--- src/rtl/btn_cond_pkg.sv ---
// Shared types and helpers for the button conditioner: the per-channel
// debounce state encoding and the counter-width rule used by every counter.
package btn_cond_pkg;

  // Debounce FSM states. The two stable states hold the committed level.
  // The two pending states count consecutive samples of the opposite value.
  typedef enum logic [1:0] {
    STABLE_LO = 2'd0,
    PEND_HI   = 2'd1,
    STABLE_HI = 2'd2,
    PEND_LO   = 2'd3
  } db_state_e;

  // Width needed for a counter that must reach max_val without wrapping.
  // A width of 1 is the minimum, even for degenerate parameter values.
  function automatic int cnt_width(input int max_val);
    return (max_val < 1) ? 1 : $clog2(max_val + 1);
  endfunction

endpackage

--- src/rtl/button_conditioner_if.sv ---
// Bundle between the board pins / game logic and the conditioner.
// The master drives the raw pins and consumes the conditioned outputs.
// The slave is the conditioner itself.
interface button_conditioner_if #(
  parameter int N_CH = 8
);

  logic [N_CH-1:0] btn_in;
  logic [N_CH-1:0] btn_level;
  logic [N_CH-1:0] btn_press;
  logic [N_CH-1:0] btn_release;
  logic [N_CH-1:0] btn_held;
  logic [N_CH-1:0] btn_repeat;
  logic            any_press;

  modport master (
    output btn_in,
    input  btn_level,
    input  btn_press,
    input  btn_release,
    input  btn_held,
    input  btn_repeat,
    input  any_press
  );

  modport slave (
    input  btn_in,
    output btn_level,
    output btn_press,
    output btn_release,
    output btn_held,
    output btn_repeat,
    output any_press
  );

endinterface

--- src/rtl/button_conditioner_ch.sv ---
// One button channel: a 2-flop synchroniser feeds a debounce FSM.
// The FSM commits a new level only after DB_CYCLES+1 consecutive agreeing
// samples. It then emits press/release pulses, a long-press flag and
// periodic auto-repeat pulses.
module button_conditioner_ch
  import btn_cond_pkg::*;
#(
  parameter int DB_CYCLES     = 500_000,
  parameter int HOLD_CYCLES   = 25_000_000,
  parameter int REPEAT_CYCLES = 5_000_000,
  parameter int REPEAT_EN     = 1
) (
  input  logic clock,
  input  logic reset,
  input  logic btn_in,
  output logic btn_level,
  output logic btn_press,
  output logic btn_release,
  output logic btn_held,
  output logic btn_repeat
);

  localparam int DB_W   = cnt_width(DB_CYCLES);
  localparam int HOLD_W = cnt_width(HOLD_CYCLES);
  localparam int REP_W  = cnt_width(REPEAT_CYCLES);

  localparam logic [DB_W-1:0]   DB_MAX   = DB_W'(DB_CYCLES);
  localparam logic [DB_W-1:0]   DB_ONE   = DB_W'(1);
  localparam logic [HOLD_W-1:0] HOLD_MAX = HOLD_W'(HOLD_CYCLES);
  localparam logic [HOLD_W-1:0] HOLD_ONE = HOLD_W'(1);
  localparam logic [REP_W-1:0]  REP_LAST = REP_W'(REPEAT_CYCLES - 1);
  localparam logic [REP_W-1:0]  REP_ONE  = REP_W'(1);

  // Synchroniser stages; only sync_q2 is seen by the FSM.
  logic sync_q1;
  logic sync_q2;

  // Debounce FSM state and its registered outputs.
  db_state_e       state_q,  state_nxt;
  logic [DB_W-1:0] db_cnt_q, db_cnt_nxt;
  logic            level_q,  level_nxt;
  logic            press_q,  press_nxt;
  logic            release_q, release_nxt;

  // Long-press and auto-repeat bookkeeping.
  logic [HOLD_W-1:0] hold_cnt_q;
  logic [REP_W-1:0]  rep_cnt_q;
  logic              repeat_q;
  logic              held_w;

  // Two-flop synchroniser for the asynchronous pin.
  always_ff @(posedge clock or posedge reset) begin
    // NOTE: state is written with <= so every flop samples pre-edge values;
    // with = the second stage would copy the pin in the same edge and the
    // synchroniser would collapse to a single flop.
    if (reset) begin
      sync_q1 <= 1'b0;
      sync_q2 <= 1'b0;
    end else begin
      sync_q1 <= btn_in;
      sync_q2 <= sync_q1;
    end
  end

  // Debounce FSM state register and registered level/pulse outputs.
  always_ff @(posedge clock or posedge reset) begin
    if (reset) begin
      state_q   <= STABLE_LO;
      db_cnt_q  <= '0;
      level_q   <= 1'b0;
      press_q   <= 1'b0;
      release_q <= 1'b0;
    end else begin
      state_q   <= state_nxt;
      db_cnt_q  <= db_cnt_nxt;
      level_q   <= level_nxt;
      press_q   <= press_nxt;
      release_q <= release_nxt;
    end
  end

  // Debounce next-state logic. A mismatching sample aborts a pending change.
  // A full run of DB_CYCLES+1 agreeing samples commits it.
  always_comb begin
    // NOTE: every output of this block gets a default first, so no path can
    // leave one unassigned and infer a latch.
    state_nxt   = state_q;
    db_cnt_nxt  = db_cnt_q;
    level_nxt   = level_q;
    press_nxt   = 1'b0;
    release_nxt = 1'b0;
    unique case (state_q)
      STABLE_LO: begin
        if (sync_q2) begin
          state_nxt  = PEND_HI;
          db_cnt_nxt = DB_ONE;
        end
      end
      PEND_HI: begin
        if (!sync_q2) begin
          state_nxt  = STABLE_LO;
          db_cnt_nxt = '0;
        end else if (db_cnt_q == DB_MAX) begin
          state_nxt  = STABLE_HI;
          db_cnt_nxt = '0;
          level_nxt  = 1'b1;
          press_nxt  = 1'b1;
        end else begin
          db_cnt_nxt = db_cnt_q + DB_ONE;
        end
      end
      STABLE_HI: begin
        if (!sync_q2) begin
          state_nxt  = PEND_LO;
          db_cnt_nxt = DB_ONE;
        end
      end
      PEND_LO: begin
        if (sync_q2) begin
          state_nxt  = STABLE_HI;
          db_cnt_nxt = '0;
        end else if (db_cnt_q == DB_MAX) begin
          state_nxt   = STABLE_LO;
          db_cnt_nxt  = '0;
          level_nxt   = 1'b0;
          release_nxt = 1'b1;
        end else begin
          db_cnt_nxt = db_cnt_q + DB_ONE;
        end
      end
      default: begin
        state_nxt  = STABLE_LO;
        db_cnt_nxt = '0;
      end
    endcase
  end

  // The long-press flag is a pure decode of the saturated hold counter,
  // so it drops in the same cycle the counter is cleared.
  assign held_w = (hold_cnt_q == HOLD_MAX);

  // Hold counter and repeat generator.
  // A release commit clears everything in its own edge and beats a
  // coincident repeat wrap, so no repeat can follow the release.
  always_ff @(posedge clock or posedge reset) begin
    if (reset) begin
      hold_cnt_q <= '0;
      rep_cnt_q  <= '0;
      repeat_q   <= 1'b0;
    end else begin
      repeat_q <= 1'b0;
      if (release_nxt) begin
        hold_cnt_q <= '0;
        rep_cnt_q  <= '0;
      end else begin
        if (level_q && (hold_cnt_q != HOLD_MAX)) begin
          hold_cnt_q <= hold_cnt_q + HOLD_ONE;
        end
        if ((REPEAT_EN != 0) && held_w) begin
          if (rep_cnt_q == REP_LAST) begin
            rep_cnt_q <= '0;
            repeat_q  <= 1'b1;
          end else begin
            rep_cnt_q <= rep_cnt_q + REP_ONE;
          end
        end
      end
    end
  end

  assign btn_level   = level_q;
  assign btn_press   = press_q;
  assign btn_release = release_q;
  assign btn_held    = held_w;
  assign btn_repeat  = repeat_q;

endmodule

--- src/rtl/button_conditioner.sv ---
// Button front end: one independent conditioner per channel, plus a
// same-cycle OR of all press pulses for "any key" menu handling.
module button_conditioner #(
  parameter int N_CH          = 8,
  parameter int DB_CYCLES     = 500_000,
  parameter int HOLD_CYCLES   = 25_000_000,
  parameter int REPEAT_CYCLES = 5_000_000,
  parameter int REPEAT_EN     = 1
) (
  input  logic                 clock,
  input  logic                 reset,
  button_conditioner_if.slave  bus
);

  logic [N_CH-1:0] level_w;
  logic [N_CH-1:0] press_w;
  logic [N_CH-1:0] release_w;
  logic [N_CH-1:0] held_w;
  logic [N_CH-1:0] repeat_w;

  // One fully independent channel per button.
  for (genvar i = 0; i < N_CH; i++) begin : g_ch
    button_conditioner_ch #(
      .DB_CYCLES     (DB_CYCLES),
      .HOLD_CYCLES   (HOLD_CYCLES),
      .REPEAT_CYCLES (REPEAT_CYCLES),
      .REPEAT_EN     (REPEAT_EN)
    ) u_ch (
      .clock       (clock),
      .reset       (reset),
      .btn_in      (bus.btn_in[i]),
      .btn_level   (level_w[i]),
      .btn_press   (press_w[i]),
      .btn_release (release_w[i]),
      .btn_held    (held_w[i]),
      .btn_repeat  (repeat_w[i])
    );
  end

  assign bus.btn_level   = level_w;
  assign bus.btn_press   = press_w;
  assign bus.btn_release = release_w;
  assign bus.btn_held    = held_w;
  assign bus.btn_repeat  = repeat_w;
  assign bus.any_press   = |press_w;

endmodule
--- src/flat_wrapper.sv ---
// flat-port wrapper written by rule: the top's interface ports become plain ports
module button_conditioner_flat 
#(
  parameter int N_CH          = 8,
  parameter int DB_CYCLES     = 500_000,
  parameter int HOLD_CYCLES   = 25_000_000,
  parameter int REPEAT_CYCLES = 5_000_000,
  parameter int REPEAT_EN     = 1
)
  (clock, reset, bus_btn_in, bus_btn_level, bus_btn_press, bus_btn_release, bus_btn_held, bus_btn_repeat, bus_any_press);
  button_conditioner_if #(.N_CH(N_CH)) bus_i ();
  input  logic clock;
  input  logic reset;
  input wire logic [$bits(bus_i.btn_in)-1:0] bus_btn_in;
  output wire logic [$bits(bus_i.btn_level)-1:0] bus_btn_level;
  output wire logic [$bits(bus_i.btn_press)-1:0] bus_btn_press;
  output wire logic [$bits(bus_i.btn_release)-1:0] bus_btn_release;
  output wire logic [$bits(bus_i.btn_held)-1:0] bus_btn_held;
  output wire logic [$bits(bus_i.btn_repeat)-1:0] bus_btn_repeat;
  output wire logic [$bits(bus_i.any_press)-1:0] bus_any_press;
  assign bus_i.btn_in = bus_btn_in;
  assign bus_btn_level = bus_i.btn_level;
  assign bus_btn_press = bus_i.btn_press;
  assign bus_btn_release = bus_i.btn_release;
  assign bus_btn_held = bus_i.btn_held;
  assign bus_btn_repeat = bus_i.btn_repeat;
  assign bus_any_press = bus_i.any_press;
  button_conditioner #(.N_CH(N_CH), .DB_CYCLES(DB_CYCLES), .HOLD_CYCLES(HOLD_CYCLES), .REPEAT_CYCLES(REPEAT_CYCLES), .REPEAT_EN(REPEAT_EN)) u_core (.clock(clock), .reset(reset), .bus(bus_i));
endmodule
--- config.mk ---
export PLATFORM = sky130hd
export DESIGN_NAME = button_conditioner_flat
export DESIGN_NICKNAME = d
export VERILOG_FILES = /design/src/rtl/btn_cond_pkg.sv /design/src/rtl/button_conditioner_if.sv /design/src/rtl/button_conditioner_ch.sv /design/src/rtl/button_conditioner.sv /design/src/flat_wrapper.sv
export SDC_FILE = /design/constraint.sdc
export NUM_CORES = 2
export LEC_CHECK = 0
export ABC_AREA = 1
export CELL_PAD_IN_SITES_DETAIL_PLACEMENT = 0
export CELL_PAD_IN_SITES_GLOBAL_PLACEMENT = 1
export CORE_MARGIN = 4
export CORE_UTILIZATION = 46
export CTS_CLUSTER_SIZE = 40
export DETAILED_ROUTE_END_ITERATION = 10
export PLACE_DENSITY = 0.81
export SLEW_MARGIN = 20
export SYNTH_ARGS = -nofsm -noshare
export SYNTH_HDL_FRONTEND = slang
export SYNTH_SLANG_ARGS = --single-unit
--- constraint.sdc ---
create_clock -name clock -period 25.7 [get_ports clock]
set_input_delay 3.855 -clock clock [delete_from_list [all_inputs] [get_ports clock]]
set_output_delay 3.855 -clock clock [all_outputs]
set_load 0.01 [all_outputs]
==> results by group <==
STA
  – RSZ-0062 raised after global routing: no
  – Final Max Tran Viols: 0
  – Final period util: a little over a quarter
  – Final setup TNS: 0 ns
  – Slew @ Worst Pin: between 1 and 1.5 ns
  – Fmax: 147 MHz
  – Worst relative slew slack: 28.4%
  – Final setup viols: 0
  – Final Hold Viols: 0
  – Fin crit period: roughly 6.8 ns
  – Clock Skew: 0.0191 ns

Drt
  – Final WL: 105000 um
  – Initial drt markers: 2568
  – DR vias: roughly 38000
  – DRT Pass-1 Iters: 6
  – DRT antenna net count: 0
  – Vias/cell: about 5.2
  – WL per Instance: between 10 and 15 um
  – Drc violations: 0

Critical path
  – Critical path peak fanout: about 110
  – Data required, critical path: around 26 ns
  – RR Endpoint: u_core.g_ch[1].u_ch.rep_cnt_q[4]
  – Nature of the critical path startpoint: input pin
  – Crit path capture type: async pin
  – Worst r2r src: u_core.g_ch[1].u_ch.db_cnt_q[0]
  – Reg2Reg Setup Slack: 22.88 ns
  – Crit Path Class: input pin to async pin
  – R2R depth: 10
  – Critical Path AT: approximately 7.4 ns

Yosys
  – Distinct cell type count after synthesis: 46
  – Synth top area cells: dfrtp_1 (37%), nand2_1 (19%), nand3_1 (9.9%)
  – Post-synthesis sequential area ratio: 37.3%
  – Yosys warnings: 0
  – Share of the synthesized area in the top cell type: a little under two fifths
  – Mapped Cells: 6102
  – Synth Area per Inst: 6.60 sq um
  – Syn Nets: approximately 6200
  – Number of synthesized register bits: 600
  – Leading area contributor after synthesis: dfrtp_1
  – Mapped Area: between 0.04 and 0.05 sq mm

Global route
  – Initial antenna violation count: 0
  – First-pass GRT wire length: 177000 um
  – GRT Total Usage: 22.2%
  – Vias in the first global route: approximately 35000
  – Largest net degree at the start of global routing: ~150
  – Gr ovfl total: 0

Final layout
  – Final core occ: 50.5%
  – Commonest non-fill, non-tap cells in the layout: nand2_1 (2025), nor2_1 (900), nand3_1 (800)
  – Commonest non-fill, non-tap cell in the layout: nand2_1
  – Seq. cell area: between 0.015 and 0.02 sq mm
  – Area of the multi-input gates: roughly 0.022 sq mm
  – Layout cells sized above 1: between 3 and 4%
  – Area growth from synthesis to final layout: 8.95%
  – # fillers: just under 9000
  – Nets: 6122
  – Post-route insts no fill: 7286

CTS
  – CTS sink cnt: 600
  – CTS buffer count: 75
  – Clock root cell: clkbuf_16
  – Hold buffers post-CTS: 0
  – Post-CTS sizing: 0
  – Reg clk slew, reported paths: around 0.050 ns
  – Worst skew pair latency: between 0.6 and 0.7 ns
  – CTS tree: done
  – Setup Buffers After CTS: 0
  – Clk buf depth: 3
  – H-tree levels: 3

Hold path
  – Hold Path Sink: u_core.g_ch[2].u_ch.sync_q2
  – HP Class: flop to flop
  – Min-Delay Startpoint: u_core.g_ch[2].u_ch.sync_q1
  – Hold path depth: 0

Outcome
  – Status: complete, no violations

Power
  – VDD IR max: between 0.00004 and 0.00005 V
  – Leakage: 20.1 nW
  – Cell area power density: around 53 mW/mm^2

Placed design
  – Placed insts: 7150
  – Port Buf Inserts: 50
  – Gpl congestion: between 0.8 and 0.9
  – HPWL Detailed: 74000 um

Die
  – Die Area: ~0.09 sq mm
  – Chip height: 304 um
  – I/O pin count: 51
  – Num rows: 108
  – Starting density of the core: 46.4%
  – Die X: slightly above 300 um
  – Core Area: between 0.08 and 0.09 sq mm

Run
  – Max-cap viol count: 0
## power by group
group,leakage [nW],internal (mW),switching [mW]
registers,8.30,0.973,0.0313
logic,10.6,0.0553,0.166
clock network,1.26,0.675,0.428
## per-stage QoR
stage	setup slack (ns)	power, mW	hold slack, ns	area, sq um
6_report	18.92	2.33	0.348	43900
5_1_grt	18.29	2.44	0.353	43800
4_1_cts	18.75	2.37	0.352	43800
3_5_place_dp	18.06	1.24	0.339	41300
3_3_place_gp	18.07	1.24	0.332	41300
2_1_floorplan	5.05	1.18	0.331	40300
## critical path, cell delays in order
cell	delay (ns)
clkdlybuf4s50_1	0.49
inv_8	0.59
buf_4	0.69
buf_4	0.76
buf_4	0.82
## registers in the layout, indices dropped and copies added (netlist names), named ones only
| signal | cells |
|---|---|
| u_core.g_ch.u_ch.btn_release | 8 |
| u_core.g_ch.u_ch.sync_q2 | 8 |
| u_core.g_ch.u_ch.sync_q1 | 8 |
| u_core.g_ch.u_ch.state_q | 8 |
| u_core.g_ch.u_ch.btn_press | 8 |
| u_core.g_ch.u_ch.db_cnt_q | 152 |
| u_core.g_ch.u_ch.hold_cnt_q | 200 |
| u_core.g_ch.u_ch.btn_repeat | 8 |
| u_core.g_ch.u_ch.rep_cnt_q | 184 |
| u_core.g_ch.u_ch.btn_level | 8 |
## cells in the mapped netlist, drive strengths merged
cell type / number
nand2: 2040
nor2: 925
nand3: 805
inv: 614
dfrtp: 600
xor2: 207
nand4: 169
buf: 150
nor3: 149
o21ai: 149
xnor2: 53
o22ai: 47
ha: 40
nand3b: 40
a21oi: 35
clkbuf: 24
and2: 8
nor4: 7
or2: 7
a22oi: 5
a31oi: 5
clkinv: 5
o21bai: 5
nor3b: 4
a21boi: 2
and3: 2
nand2b: 2
o211ai: 2
a21o: 1
## final cells by class
type / count / share of cell area (%)
diodes: 1 / 0.00571
clock buffers: 105 / 5.08
clock inverters: 30 / 0.793
inverters: 619 / 5.32
multi-input cells: 4709 / 49.8
flip-flops and latches: 600 / 34.2
well taps: 1155 / 3.30
repair buffers: 67 / 1.46
## worst max path at each step
stage | start | endpoint | slack [ns] | depth (start not counted)
2_1_floorplan | reset | async pin | 5.05 | 1
3_3_place_gp | reset | u_core.g_ch[7].u_ch.hold_cnt_q[10] | 18.07 | 5
3_5_place_dp | reset | u_core.g_ch[7].u_ch.rep_cnt_q[22] | 18.06 | 5
4_1_cts | reset | u_core.g_ch[7].u_ch.rep_cnt_q[19] | 18.75 | 5
5_1_grt | reset | u_core.g_ch[7].u_ch.hold_cnt_q[8] | 18.29 | 5
6_report | reset | u_core.g_ch[7].u_ch.hold_cnt_q[8] | 18.92 | 5
## kinds of logic after synthesis
group / share of synthesized area, %
adders and majority gates: 1.24
AOI/OAI and AO/OA: 3.38
buffers and inverters: 8.45
DFF: 37.3
xor gates and xnor gates: 5.66
and+or+nand+nor: 44.0
## layer usage
metal	track usage (%)	routed length (um)	vias up
li1	-	-	19380
met1	31.4	50300	17541
met3	3.16	4520	137
met4	4.97	1980	0
met2	36.4	47700	631
met5	0	0	-
Power figures use the tool's default switching activity.
